### src/rtl/tmc_uart_pkg.sv
// tmc_uart_pkg: shared FSM states, framing constants and helpers for tmc_uart_phy.
package tmc_uart_pkg;
    localparam int TICKS_PER_BIT  = 4;
    localparam int DATA_BITS      = 8;
    localparam int SAMPLE_QUARTER = 2;
    localparam int RECOVER_TICKS  = 4;

    typedef enum logic [1:0] {TX_IDLE, TX_START, TX_DATA, TX_STOP} tx_state_e;
    typedef enum logic [2:0] {RX_IDLE, RX_START, RX_DATA, RX_STOP, RX_RECOVER} rx_state_e;

    function automatic logic maj3(input logic a, input logic b, input logic c);
        return (a & b) | (a & c) | (b & c);
    endfunction
endpackage

### src/rtl/tmc_uart_phy_rx.sv
// tmc_uart_phy_rx: rx synchronizer and 8N1 receive FSM driven by quarter-bit ticks.
// TMC_UART_PHY_MAJORITY_EN selects 2-of-3 majority sampling at quarters 1..3.
module tmc_uart_phy_rx
    import tmc_uart_pkg::*;
(
    input  logic       clk,
    input  logic       rst_n,
    input  logic       rx,
    input  logic       tick,
    output logic       div_restart,
    output logic [7:0] rx_byte,
    output logic       received,
    output logic       is_receiving,
    output logic       recv_error
);
    rx_state_e  state_q, state_d;
    logic [2:0] sync_q, sync_d;
    logic [1:0] qtr_q, qtr_d;
    logic [2:0] bit_q, bit_d, rec_q, rec_d;
    logic [7:0] sr_q, sr_d, byte_q, byte_d;
    logic       rcvd_q, rcvd_d, err_q, err_d, busy_q, busy_d;
    logic       rx_s, rx_prev, sample_en, bit_val;

    assign sync_d  = {sync_q[1:0], rx};
    assign rx_s    = sync_q[1];
    assign rx_prev = sync_q[2];

`ifdef TMC_UART_PHY_MAJORITY_EN
    logic [1:0] maj_q, maj_d;
    assign sample_en = tick && qtr_q == 2'(SAMPLE_QUARTER);
    assign bit_val   = maj3(maj_q[0], maj_q[1], rx_s);
    always_comb begin
        maj_d = maj_q;
        if (tick && qtr_q == 2'(SAMPLE_QUARTER - 2)) maj_d[0] = rx_s;
        if (tick && qtr_q == 2'(SAMPLE_QUARTER - 1)) maj_d[1] = rx_s;
    end
    always_ff @(posedge clk or negedge rst_n)
        if (!rst_n) maj_q <= 2'b11;
        else        maj_q <= maj_d;
`else
    assign sample_en = tick && qtr_q == 2'(SAMPLE_QUARTER - 1);
    assign bit_val   = rx_s;
`endif

    always_comb begin
        state_d     = state_q;
        qtr_d       = tick ? qtr_q + 2'd1 : qtr_q;
        bit_d       = bit_q;
        rec_d       = rec_q;
        sr_d        = sr_q;
        byte_d      = byte_q;
        busy_d      = busy_q;
        rcvd_d      = 1'b0;
        err_d       = 1'b0;
        div_restart = 1'b0;
        case (state_q)
            RX_IDLE: if (rx_prev && !rx_s) begin
                state_d     = RX_START;
                busy_d      = 1'b1;
                qtr_d       = '0;
                div_restart = 1'b1;
            end
            RX_START: if (sample_en) begin
                state_d = bit_val ? RX_IDLE : RX_DATA;
                busy_d  = !bit_val;
                err_d   = bit_val;
                bit_d   = '0;
            end
            RX_DATA: if (sample_en) begin
                sr_d    = {bit_val, sr_q[7:1]};
                bit_d   = bit_q + 3'd1;
                state_d = bit_q == 3'(DATA_BITS - 1) ? RX_STOP : RX_DATA;
            end
            RX_STOP: if (sample_en) begin
                state_d = bit_val ? RX_IDLE : RX_RECOVER;
                byte_d  = bit_val ? sr_q : byte_q;
                rcvd_d  = bit_val;
                err_d   = !bit_val;
                busy_d  = 1'b0;
                rec_d   = '0;
            end
            // Stay here until the line has idled high long enough to rule out a break.
            RX_RECOVER: begin
                rec_d = !rx_s ? '0 : tick ? rec_q + 3'd1 : rec_q;
                if (rx_s && tick && rec_q == 3'(RECOVER_TICKS - 1)) state_d = RX_IDLE;
            end
            default: state_d = RX_IDLE;
        endcase
    end

    always_ff @(posedge clk or negedge rst_n) begin
        if (!rst_n) begin
            state_q <= RX_IDLE;
            sync_q  <= 3'b111;
            qtr_q   <= '0;
            bit_q   <= '0;
            rec_q   <= '0;
            sr_q    <= '0;
            byte_q  <= '0;
            rcvd_q  <= 1'b0;
            err_q   <= 1'b0;
            busy_q  <= 1'b0;
        end else begin
            state_q <= state_d;
            sync_q  <= sync_d;
            qtr_q   <= qtr_d;
            bit_q   <= bit_d;
            rec_q   <= rec_d;
            sr_q    <= sr_d;
            byte_q  <= byte_d;
            rcvd_q  <= rcvd_d;
            err_q   <= err_d;
            busy_q  <= busy_d;
        end
    end

    assign rx_byte      = byte_q;
    assign received     = rcvd_q;
    assign recv_error   = err_q;
    assign is_receiving = busy_q;
endmodule

### src/rtl/tmc_uart_phy.sv
// tmc_uart_phy: byte-level 8N1 UART engine with a 4x oversampled bit clock.
// Define TMC_UART_PHY_MAJORITY_EN for 2-of-3 majority sampling on the receiver.
module tmc_uart_phy
    import tmc_uart_pkg::*;
#(
    parameter int CLOCK_DIVIDE = 48,
    parameter int DIV_BITS     = $clog2(CLOCK_DIVIDE)
) (
    input  logic       clk,
    input  logic       rst_n,
    input  logic       rx,
    output logic       tx,
    input  logic       transmit,
    input  logic [7:0] tx_byte,
    output logic       is_transmitting,
    output logic       received,
    output logic [7:0] rx_byte,
    output logic       is_receiving,
    output logic       recv_error
);
    tx_state_e           tx_state_q, tx_state_d;
    logic [DIV_BITS-1:0] tx_div_q, tx_div_d, rx_div_q, rx_div_d;
    logic [1:0]          tx_qtr_q, tx_qtr_d;
    logic [2:0]          tx_bit_q, tx_bit_d;
    logic [7:0]          tx_shift_q, tx_shift_d;
    logic                tx_q, tx_d, busy_q, busy_d;
    logic                tx_tick, bit_end, rx_tick, rx_restart;

    assign tx_tick  = tx_div_q == DIV_BITS'(CLOCK_DIVIDE - 1);
    assign rx_tick  = rx_div_q == DIV_BITS'(CLOCK_DIVIDE - 1);
    assign bit_end  = tx_tick && tx_qtr_q == 2'(TICKS_PER_BIT - 1);
    assign rx_div_d = (rx_tick || rx_restart) ? '0 : rx_div_q + DIV_BITS'(1);

    always_comb begin
        tx_state_d = tx_state_q;
        tx_div_d   = tx_tick ? '0 : tx_div_q + DIV_BITS'(1);
        tx_qtr_d   = tx_tick ? tx_qtr_q + 2'd1 : tx_qtr_q;
        tx_bit_d   = tx_bit_q;
        tx_shift_d = tx_shift_q;
        tx_d       = tx_q;
        busy_d     = busy_q;
        case (tx_state_q)
            // Restarting the divider here makes the start bit a full bit long.
            TX_IDLE: if (transmit) begin
                tx_state_d = TX_START;
                tx_shift_d = tx_byte;
                tx_d       = 1'b0;
                busy_d     = 1'b1;
                tx_div_d   = '0;
                tx_qtr_d   = '0;
            end
            TX_START: if (bit_end) begin
                tx_state_d = TX_DATA;
                tx_d       = tx_shift_q[0];
                tx_bit_d   = '0;
            end
            TX_DATA: if (bit_end) begin
                tx_shift_d = {1'b0, tx_shift_q[7:1]};
                tx_bit_d   = tx_bit_q + 3'd1;
                tx_state_d = tx_bit_q == 3'(DATA_BITS - 1) ? TX_STOP : TX_DATA;
                tx_d       = tx_bit_q == 3'(DATA_BITS - 1) ? 1'b1 : tx_shift_q[1];
            end
            TX_STOP: if (bit_end) begin
                tx_state_d = TX_IDLE;
                busy_d     = 1'b0;
            end
        endcase
    end

    always_ff @(posedge clk or negedge rst_n) begin
        if (!rst_n) begin
            tx_state_q <= TX_IDLE;
            tx_div_q   <= '0;
            rx_div_q   <= '0;
            tx_qtr_q   <= '0;
            tx_bit_q   <= '0;
            tx_shift_q <= '0;
            tx_q       <= 1'b1;
            busy_q     <= 1'b0;
        end else begin
            tx_state_q <= tx_state_d;
            tx_div_q   <= tx_div_d;
            rx_div_q   <= rx_div_d;
            tx_qtr_q   <= tx_qtr_d;
            tx_bit_q   <= tx_bit_d;
            tx_shift_q <= tx_shift_d;
            tx_q       <= tx_d;
            busy_q     <= busy_d;
        end
    end

    assign tx              = tx_q;
    assign is_transmitting = busy_q;

    tmc_uart_phy_rx u_rx (
        .clk          (clk),
        .rst_n        (rst_n),
        .rx           (rx),
        .tick         (rx_tick),
        .div_restart  (rx_restart),
        .rx_byte      (rx_byte),
        .received     (received),
        .is_receiving (is_receiving),
        .recv_error   (recv_error)
    );
endmodule

### config.mk
export PLATFORM = sky130hd
export DESIGN_NAME = tmc_uart_phy
export DESIGN_NICKNAME = d
export VERILOG_FILES = /design/src/rtl/tmc_uart_pkg.sv /design/src/rtl/tmc_uart_phy_rx.sv /design/src/rtl/tmc_uart_phy.sv
export SDC_FILE = /design/constraint.sdc
export NUM_CORES = 1
export LEC_CHECK = 0
export ABC_AREA = 0
export ABC_CLOCK_PERIOD_IN_PS = 2900
export CAP_MARGIN = 25
export CORE_ASPECT_RATIO = 1.25
export CORE_MARGIN = 8
export CORE_UTILIZATION = 45
export CTS_CLUSTER_SIZE = 8
export DETAILED_ROUTE_END_ITERATION = 7
export GPL_ROUTABILITY_DRIVEN = 0
export GPL_TIMING_DRIVEN = 0
export RECOVER_POWER = 100
export SKIP_CTS_REPAIR_TIMING = 1
export SLEW_MARGIN = 20
export SYNTH_ARGS = -nofsm -noshare
export SYNTH_HDL_FRONTEND = slang
export SYNTH_SLANG_ARGS = --single-unit
### constraint.sdc
create_clock -name clk -period 2.9 [get_ports clk]
set_clock_uncertainty 0.15 [all_clocks]
set_input_delay 0.435 -clock clk [delete_from_list [all_inputs] [get_ports clk]]
set_output_delay 0.435 -clock clk [all_outputs]
set_load 0.1 [all_outputs]
=== After elaboration in Yosys (flattened, before gate mapping) ===
Index checks and enable logic that the tools add are counted.

* Eq/ne operators: 24
* Mux-type cells: 55
* $add $sub $neg: 7
* Reductions and logical operators: 27

{| class="wikitable"
|+ Operators with widths
! cell !! number
|-
| 3-bit 2-to-1 mux || 12
|-
| 6-bit 2-to-1 mux || 4
|-
| 2-bit 2-to-1 mux || 11
|-
| 3-bit one-hot mux with 2 select lines || 3
|-
| 3-bit AND reduction || 6
|-
| 1-bit 2-to-1 mux || 16
|-
| 8-bit 2-to-1 mux || 2
|-
| 8-bit one-hot mux with 2 select lines || 1
|-
| 3-bit one-hot mux with 5 select lines || 1
|-
| 6-bit by 1-bit adder with 6-bit output, second input constant || 2
|-
| 6-bit == test, second input constant || 2
|-
| 4-bit AND reduction || 3
|-
| 2-bit by 1-bit inequality test with 1-bit output, second input constant || 5
|-
| 2-bit nonzero test || 5
|-
| 3-bit by 1-bit adder with 3-bit output, second input constant || 3
|-
| 3-bit by 2-bit == test with 1-bit output, second input constant || 3
|-
| 3-bit == test, second input constant || 3
|-
| 2-bit inequality test, second input constant || 4
|-
| 2-bit one-hot mux with 4 select lines || 1
|-
| 2-bit == test, second input constant || 3
|-
| 1-bit one-hot mux with 3 select lines || 2
|-
| 3-bit nonzero test || 2
|-
| 1-bit logical AND || 5
|-
| 5-bit AND reduction || 1
|-
| 10 further kinds || 13
|}

* Word-level logic and storage cells: 131
* Register bits after elaboration: 62
* Output and inout bits: 13

=== Depth between registers and ports, before layout ===
Gate-level depths: netlist (run 1).

* Depth after elaboration: 6
* Mapped depth: 7

=== By module ===
From an unflattened synthesis (run 1), not the netlist that was laid out.

* Cell total of the unflattened synthesis: 258
* Area, all modules: 3032.9 µm²

{| class="wikitable"
|+ Modules (own cells, without submodules)
! module !! area an instance (µm²) !! cells each !! times used
|-
| tmc_uart_phy || 1577.8 || 149 || 1
|-
| tmc_uart_phy_rx || 1455.1 || 109 || 1
|}

=== Least setup slack after synthesis (run 1) ===
OpenSTA, ideal clock, no wires.

* Path kind: flip-flop to flip-flop
* From: register tx_state_q[0]
* To: register tx_state_q[1]
* Buffers on the path: 1
* Slack: 1.037 ns
* Data required time: 2.625 ns
* Arrival time: 1.588 ns
* Cell stages (with the launch flop): 8
* Period minus slack after synthesis: 1.863 ns
* Path through: dfrtp_1 > inv_1 > ha_1 > buf_2 > or2_2 > nor2_1 > o21ai_0 > mux2_2

* Longest elaborated chain between the ends: 3
* Elaborated cells between the ends (all ways): 10

{| class="wikitable"
|+ Ends and longest elaborated chain
! item !! RTL line !! source
|-
| start, declared || tmc_uart_phy.sv:21 || <nowiki>tx_state_e tx_state_q, tx_state_d;</nowiki>
|-
| start signal, assigned || tmc_uart_phy.sv:81 || <nowiki>tx_state_q <= tx_state_d;</nowiki>
|-
| 2-bit by 1-bit == test with 1-bit output (tied with other cells) || tmc_uart_phy.sv:42 || <nowiki>case (tx_state_q)</nowiki>
|-
| 2-bit inequality test (no line) || -- ||
|-
| 4-bit AND reduction (no line) || -- ||
|}

Parallel ways exist; a longest one is shown, timed or not.
A chain may end at the register's enable or synchronous reset.

=== Final worst setup path (run 1) ===
* From: register tx_q (netlist: tx)
* To: output tx

{| class="wikitable"
|+ RTL lines
! item !! RTL line !! source
|-
| start, declared || tmc_uart_phy.sv:26 || <nowiki>logic tx_q, tx_d, busy_q, busy_d;</nowiki>
|-
| start signal, assigned || tmc_uart_phy.sv:87 || <nowiki>tx_q <= tx_d;</nowiki>
|-
| end, declared || tmc_uart_phy.sv:12 || <nowiki>output logic tx,</nowiki>
|}

No word-level cell between the ends.

==> results of run 1 <==
==> sequential cells by signal, indices dropped and copies added (netlist names), 3 cells and up <==
| register | count |
|---|---|
| u_rx.state_q | 3 |
| u_rx.sr_q | 8 |
| u_rx.bit_q | 3 |
| tx_div_q | 6 |
| u_rx.sync_q | 3 |
| u_rx.rx_byte | 8 |
| u_rx.rec_q | 3 |
| tx_shift_q | 8 |
| tx_bit_q | 3 |
| rx_div_q | 6 |
==> worst paths after layout <==
| path | startpoint | end | slack [ns] |
|---|---|---|---|
| max in group asynchronous | rst_n | u_rx.sync_q[0]$_DFF_PN1_ | 1.39 |
| worst min register to register | u_rx.sync_q[0]$_DFF_PN1_ | u_rx.sync_q[1]$_DFF_PN1_ | 0.21 |
| min in group asynchronous | rst_n | tx_shift_q[3]$_DFFE_PN0P_ | 0.48 |
| worst max-delay path | tx$_DFFE_PN1P_ | tx | 0.27 |
| worst min-delay path | u_rx.sync_q[0]$_DFF_PN1_ | u_rx.sync_q[1]$_DFF_PN1_ | 0.21 |
| worst max register to register | rx_div_q[0]$_DFF_PN0_ | u_rx.rx_byte[5]$_DFFE_PN0P_ | 0.47 |
==> logic make-up after synthesis <==
| family | share of synthesized area (%) |
|---|---|
| XOR/XNOR | 3.53 |
| multiplexers | 8.49 |
| buffers and inverters | 2.23 |
| AND/OR/NAND/NOR | 17.4 |
| flip-flops | 52.3 |
| adder cells (fa/ha/maj) | 6.73 |
| AO/OA/AOI/OAI | 9.37 |
==> layer usage <==
metal  GRT usage (%)  wire, um
met1            15.8      2480
met2            21.6      2760
met3            2.75       148
met4            8.12       131
met5               0         0
==> power by group <==
part	switching (mW)	internal, mW
combinational	0.157	0.111
sequential	0.0527	0.931
clock	0.325	0.466
==> area by class of cell <==
class	instances	area (um2)
Buffer	6	22.5
Clock buffer	13	169
Clock inverter	3	42.5
Fill cell	599	2960
Inverter	10	37.5
Multi-Input combinational cell	189	1320
Sequential cell	62	1560
Tap cell	87	109
Timing Repair Buffer	25	262
==> worst reg2reg max path, cell delays in order, from the launching register on <==
cell and delay (ns):
dfrtp_1 0.37, ha_1 0.20, nand3_1 0.20, nor2_1 0.33, and4_1 0.25, clkbuf_1 0.41
mux2_2 0.40
==> placed cells by master, fill, tap and decap left out, types with 4 or more instances in the layout <==
master and instances:
inv_1 10, nor2_1 38, mux2i_1 5, o22ai_1 7, dlygate4sd3_1 15, ha_1 16, o21ai_0 10, clkdlybuf4s50_1 8
dfrtp_1 58, clkbuf_8 12, nand2_1 11, clkbuf_1 8, a21oi_1 5, xor2_1 6, nor3_1 10, xnor2_1 6
nand2b_1 4, mux2_2 17, nand3_1 10, and3_1 5
==> per-stage QoR <==
stage,std cells,setup TNS (ns),worst slack [ns]
global placement,377,-49.11,-0.842
CTS,394,0,0.316
finish,395,0,0.270
global route,395,0,0.186
floorplan,267,0,1.04
detailed placement,378,0,0.684
==> flow_summary.ini, run 1 <==
[pwr]
vdd_drop_max_uv = 311
p_total_mw = 2.04
p_leak_nw = 1.65
power.density_mw_per_mm2 = 581

[routing]
drcViolationCount = 0
wl_per_cell_um = 14.0
drt_pre_antenna_iters = 6
drt_iter0_drc = 55
wl_mm = 5.51
vias = 2023
antenna_left = 0
via_per_inst = 5.12

[cts]
cts-root-buf = clkbuf_8
cts_made_buffers = 9
cts_sinks = 62
clockBufferDepth = 2
clk_latency_ns = 0.33
htree_levels = 3
clk_pin_slew_ns = 0.06
cts_tree = built

[cells_and_area]
drive_gt1_share_pct = 13.3
nNetsFinal = 331
postLayoutCellArea_mm2 = 0.00352
synthToLayoutAreaGrowth_pct = 18.2
utilization_pct = 54.3
diodes = 0

[floorplanning]
num_rows = 33
core_area_mm2 = 0.00648
die_y_um = 107
ios = 25
start_util_pct = 45.9
die-width_um = 88.7
die_area_mm2 = 0.00949

[timing]
min_period_ns = 2.63
timing.hold.ws_ns = 0.211
fmax_mhz = 380
final-setup-viol-count = 0
slew_violations = 0
worst_pin_slew_ns = 0.990
hold_viol = 0
max-slew-margin-rel_pct = 33.8
rsz0062_at_grt = false
fin_crit_sh_pct = 90.7

[critical_path]
max_stage_delay_ns = 1.19
critPathLaunchType = register
critPathCaptureType = output pin
critPathTopFamily = buffers and inverters
slowest_stage = dlygate4sd3_1
cp.depth = 1
arrival_ns = 2.05
crit_chain = dlygate4sd3_1
worst-path-buf-inv = 1
crit_path_max_fanout = 2
crit_required_ns = 2.32
reg2regPathDepth = 6
crit_type = reg -> out

[global_routing]
overflow = 0
grt_max_degree = 55
grt_pass1_vias = 2136
grt.total_usage_pct = 13.4
antenna_found_initial = 0
grt_first_pass_wirelength_mm = 9.89

[synthesis]
synth.most_common_cell = dfrtp_1
synth_area_leaders = dfrtp_1 (49%), mux2_2 (6.8%), ha_1 (6.7%), nor2_1 (4.7%), dfstp_2 (3.5%)
syn_inst = 267
yosys-top-cells-count = dfrtp_1 (58), nor2_1 (37), mux2_2 (18), ha_1 (16)
synth_nets = 295
async_flop_share_pct = 100
synthDistinctLibCells = 49
synth_top_area_share_pct = 48.8
syn_area_mm2 = 0.00298
yosys.area.top_type = dfrtp_1
synthFlopType = dfrtp_1
yosys_warnings = 0
ys_ff_latch = 62
postSynthAreaPerCell_um2 = 11.1
ys_seq_area_share_pct = 52.3
synth_edf_count = 0

[placed_design]
io_buffers = 23
dp_hpwl_mm = 3.91
dpl_cell_area_mm2 = 0.00334

[min_path]
hold_depth = 0
hp-class = reg -> reg

[flow_run]
maxCapViolations = 0

[status]
status = complete, no violations
Power figures use the tool's default switching activity.
==> inputs of run 2 (changes only) <==
--- a/config.mk
+++ b/config.mk
@@ -13,7 +13,6 @@
 export CORE_UTILIZATION = 45
 export CTS_CLUSTER_SIZE = 8
 export DETAILED_ROUTE_END_ITERATION = 7
-export GPL_ROUTABILITY_DRIVEN = 0
 export GPL_TIMING_DRIVEN = 0
 export RECOVER_POWER = 100
 export SKIP_CTS_REPAIR_TIMING = 1
==> results of run 2 <==
Same layout as run 1: the final DEF is identical, and so are final timing and power.
==> inputs of run 3 (changes only) <==
--- a/config.mk
+++ b/config.mk
@@ -10,10 +10,11 @@
 export CAP_MARGIN = 25
 export CORE_ASPECT_RATIO = 1.25
 export CORE_MARGIN = 8
-export CORE_UTILIZATION = 45
+export CORE_UTILIZATION = 50
 export CTS_CLUSTER_SIZE = 8
 export DETAILED_ROUTE_END_ITERATION = 7
 export GPL_TIMING_DRIVEN = 0
+export PLACE_DENSITY = 0.7
 export RECOVER_POWER = 100
 export SKIP_CTS_REPAIR_TIMING = 1
 export SLEW_MARGIN = 20
==> run 3 against run 2 <==
Compared with the run above:
- final cell count shrank 5.3%
- count of clock-buffer cells in the layout shrank 1
- core utilization up 6.0 points
- largest power group unchanged
==> flow_summary.ini, run 3 (synthesis gave the netlist of run 1 again) <==
[cells_and_area]
nFillCells = 481
drive_gt1_share_pct = 13.6
synthToLayoutAreaGrowth_pct = 16.9
postLayoutCellArea_mm2 = 0.00348
nNetsFinal = 331
diodes = 0
most-common-layout-cells = dfrtp_1 (58), nor2_1 (38), mux2_2 (18)
ff_latch_area_mm2 = 0.00156
mostFrequentLayoutCell = dfrtp_1
finalNonFillerCells = 374
multiInputGateArea_mm2 = 0.00132

[placed_design]
place.gp.congestion = 0.754
dpl_worst_slack_ns = 0.668
dpl_cell_area_mm2 = 0.00331
dp.cells = 357
dp_hpwl_mm = 3.87
io_buffers = 23

[global_routing]
grt_first_pass_wirelength_mm = 9.66
grt.total_usage_pct = 13.9
grt_max_degree = 46
overflow = 0
antenna_found_initial = 0
grt_pass1_vias = 2119

[cts]
clockBufferDepth = 2
htree_levels = 3
cts-root-buf = clkbuf_8
cts_tree = built
cts_sinks = 62
cts_made_buffers = 9
clk_pin_slew_ns = 0.06
clk_latency_ns = 0.33

[floorplanning]
die_y_um = 102
die_area_mm2 = 0.00869
die-width_um = 85.0
num_rows = 31
start_util_pct = 51.5
ios = 25
core_area_mm2 = 0.00578

[routing]
drcViolationCount = 0
wl_mm = 5.34
antenna_left = 0
wl_per_cell_um = 14.3
vias = 2050
via_per_inst = 5.48
drt_iter0_drc = 91
drt_pre_antenna_iters = 4

[critical_path]
critPathCaptureType = output pin
slowest_stage = dlygate4sd3_1
crit_required_ns = 2.32
reg2regPathDepth = 6
crit_type = reg -> out
crit_chain = dlygate4sd3_1
rr_startpoint = rx_div_q[0]$_DFF_PN0_
max_stage_delay_ns = 1.20
critPathTopFamily = buffers and inverters
arrival_ns = 2.06
worst-path-buf-inv = 1
r2r_slack_ns = 0.47
critPathLaunchType = register
crit_path_max_fanout = 2
r2r_end = u_rx.rx_byte[4]$_DFFE_PN0P_

[min_path]
hp-class = reg -> reg
worstHoldEndpoint = u_rx.sync_q[1]$_DFF_PN1_
min_from = u_rx.sync_q[0]$_DFF_PN1_
hold_depth = 0

[pwr]
power.density_mw_per_mm2 = 579
p_leak_nw = 1.65
vdd_drop_max_uv = 345
p_total_mw = 2.01

[flow_run]
maxCapViolations = 0

[status]
status = complete, no violations

[timing]
rsz0062_at_grt = false
setup_ws_ns = 0.254
fin_crit_sh_pct = 91.2
min_period_ns = 2.65
hold_viol = 0
max-slew-margin-rel_pct = 29.0
final-setup-viol-count = 0
slew_violations = 0
fmax_mhz = 378
worst_pin_slew_ns = 1.06
==> run 3: worst reg2reg max path, cell delays in order, from the launching register on <==
cell and delay [ns]:
dfrtp_1 0.38, ha_1 0.20, nand3_1 0.22, nor2_1 0.35, and4_1 0.25, clkbuf_1 0.36, mux2_2 0.39
==> run 3: metal layers <==
metal	up-vias	global-route usage, %	wire (um)
li1	1015	-	-
met1	1002	15.7	2390
met2	27	23.7	2710
met3	6	4.10	182
met4	0	6.59	59
met5	-	0	0
==> run 3: how the worst max path moves through the flow <==
| stage | cells after the start | startpoint | slack (ns) | end |
|---|---|---|---|---|
| after detailed placement | 1 | tx$_DFFE_PN1P_ | 0.67 | tx |
| after global placement | 1 | rst_n | -0.76 | u_rx.rx_byte[3]$_DFFE_PN0P_ |
| after CTS | 1 | tx$_DFFE_PN1P_ | 0.29 | tx |
| final | 1 | tx$_DFFE_PN1P_ | 0.25 | tx |
| after floorplan | 7 | tx_state_q[0]$_DFFE_PN0P_ | 1.04 | tx_state_q[1]$_DFFE_PN0P_ |
| after global routing | 1 | tx$_DFFE_PN1P_ | 0.21 | tx |
==> run 3: power by group <==
| part | internal (mW) | switching (mW) |
|---|---|---|
| logic | 0.112 | 0.158 |
| clock network | 0.440 | 0.318 |
| registers | 0.932 | 0.0546 |
==> run 3: layout make-up <==
type                            count  area share (%)
Inverter                           10            1.08
Sequential cell                    62            44.7
Clock buffer                       12            4.46
Timing Repair Buffer               25            7.51
Buffer                              6           0.647
Clock inverter                      4            1.29
Multi-Input combinational cell    189            37.9
Tap cell                           66            2.37
==> run 3: metrics by stage <==
stage | setup TNS (ns) | hold slack [ns] | util, %
global placement | -44.29 | 0.206 | 56.9
floorplan | 0 | -0.0106 | -
global route | 0 | 0.224 | 60.2
detailed placement | 0 | 0.179 | 57.4
finish | 0 | 0.222 | 60.2
CTS | 0 | -0.194 | 60.8
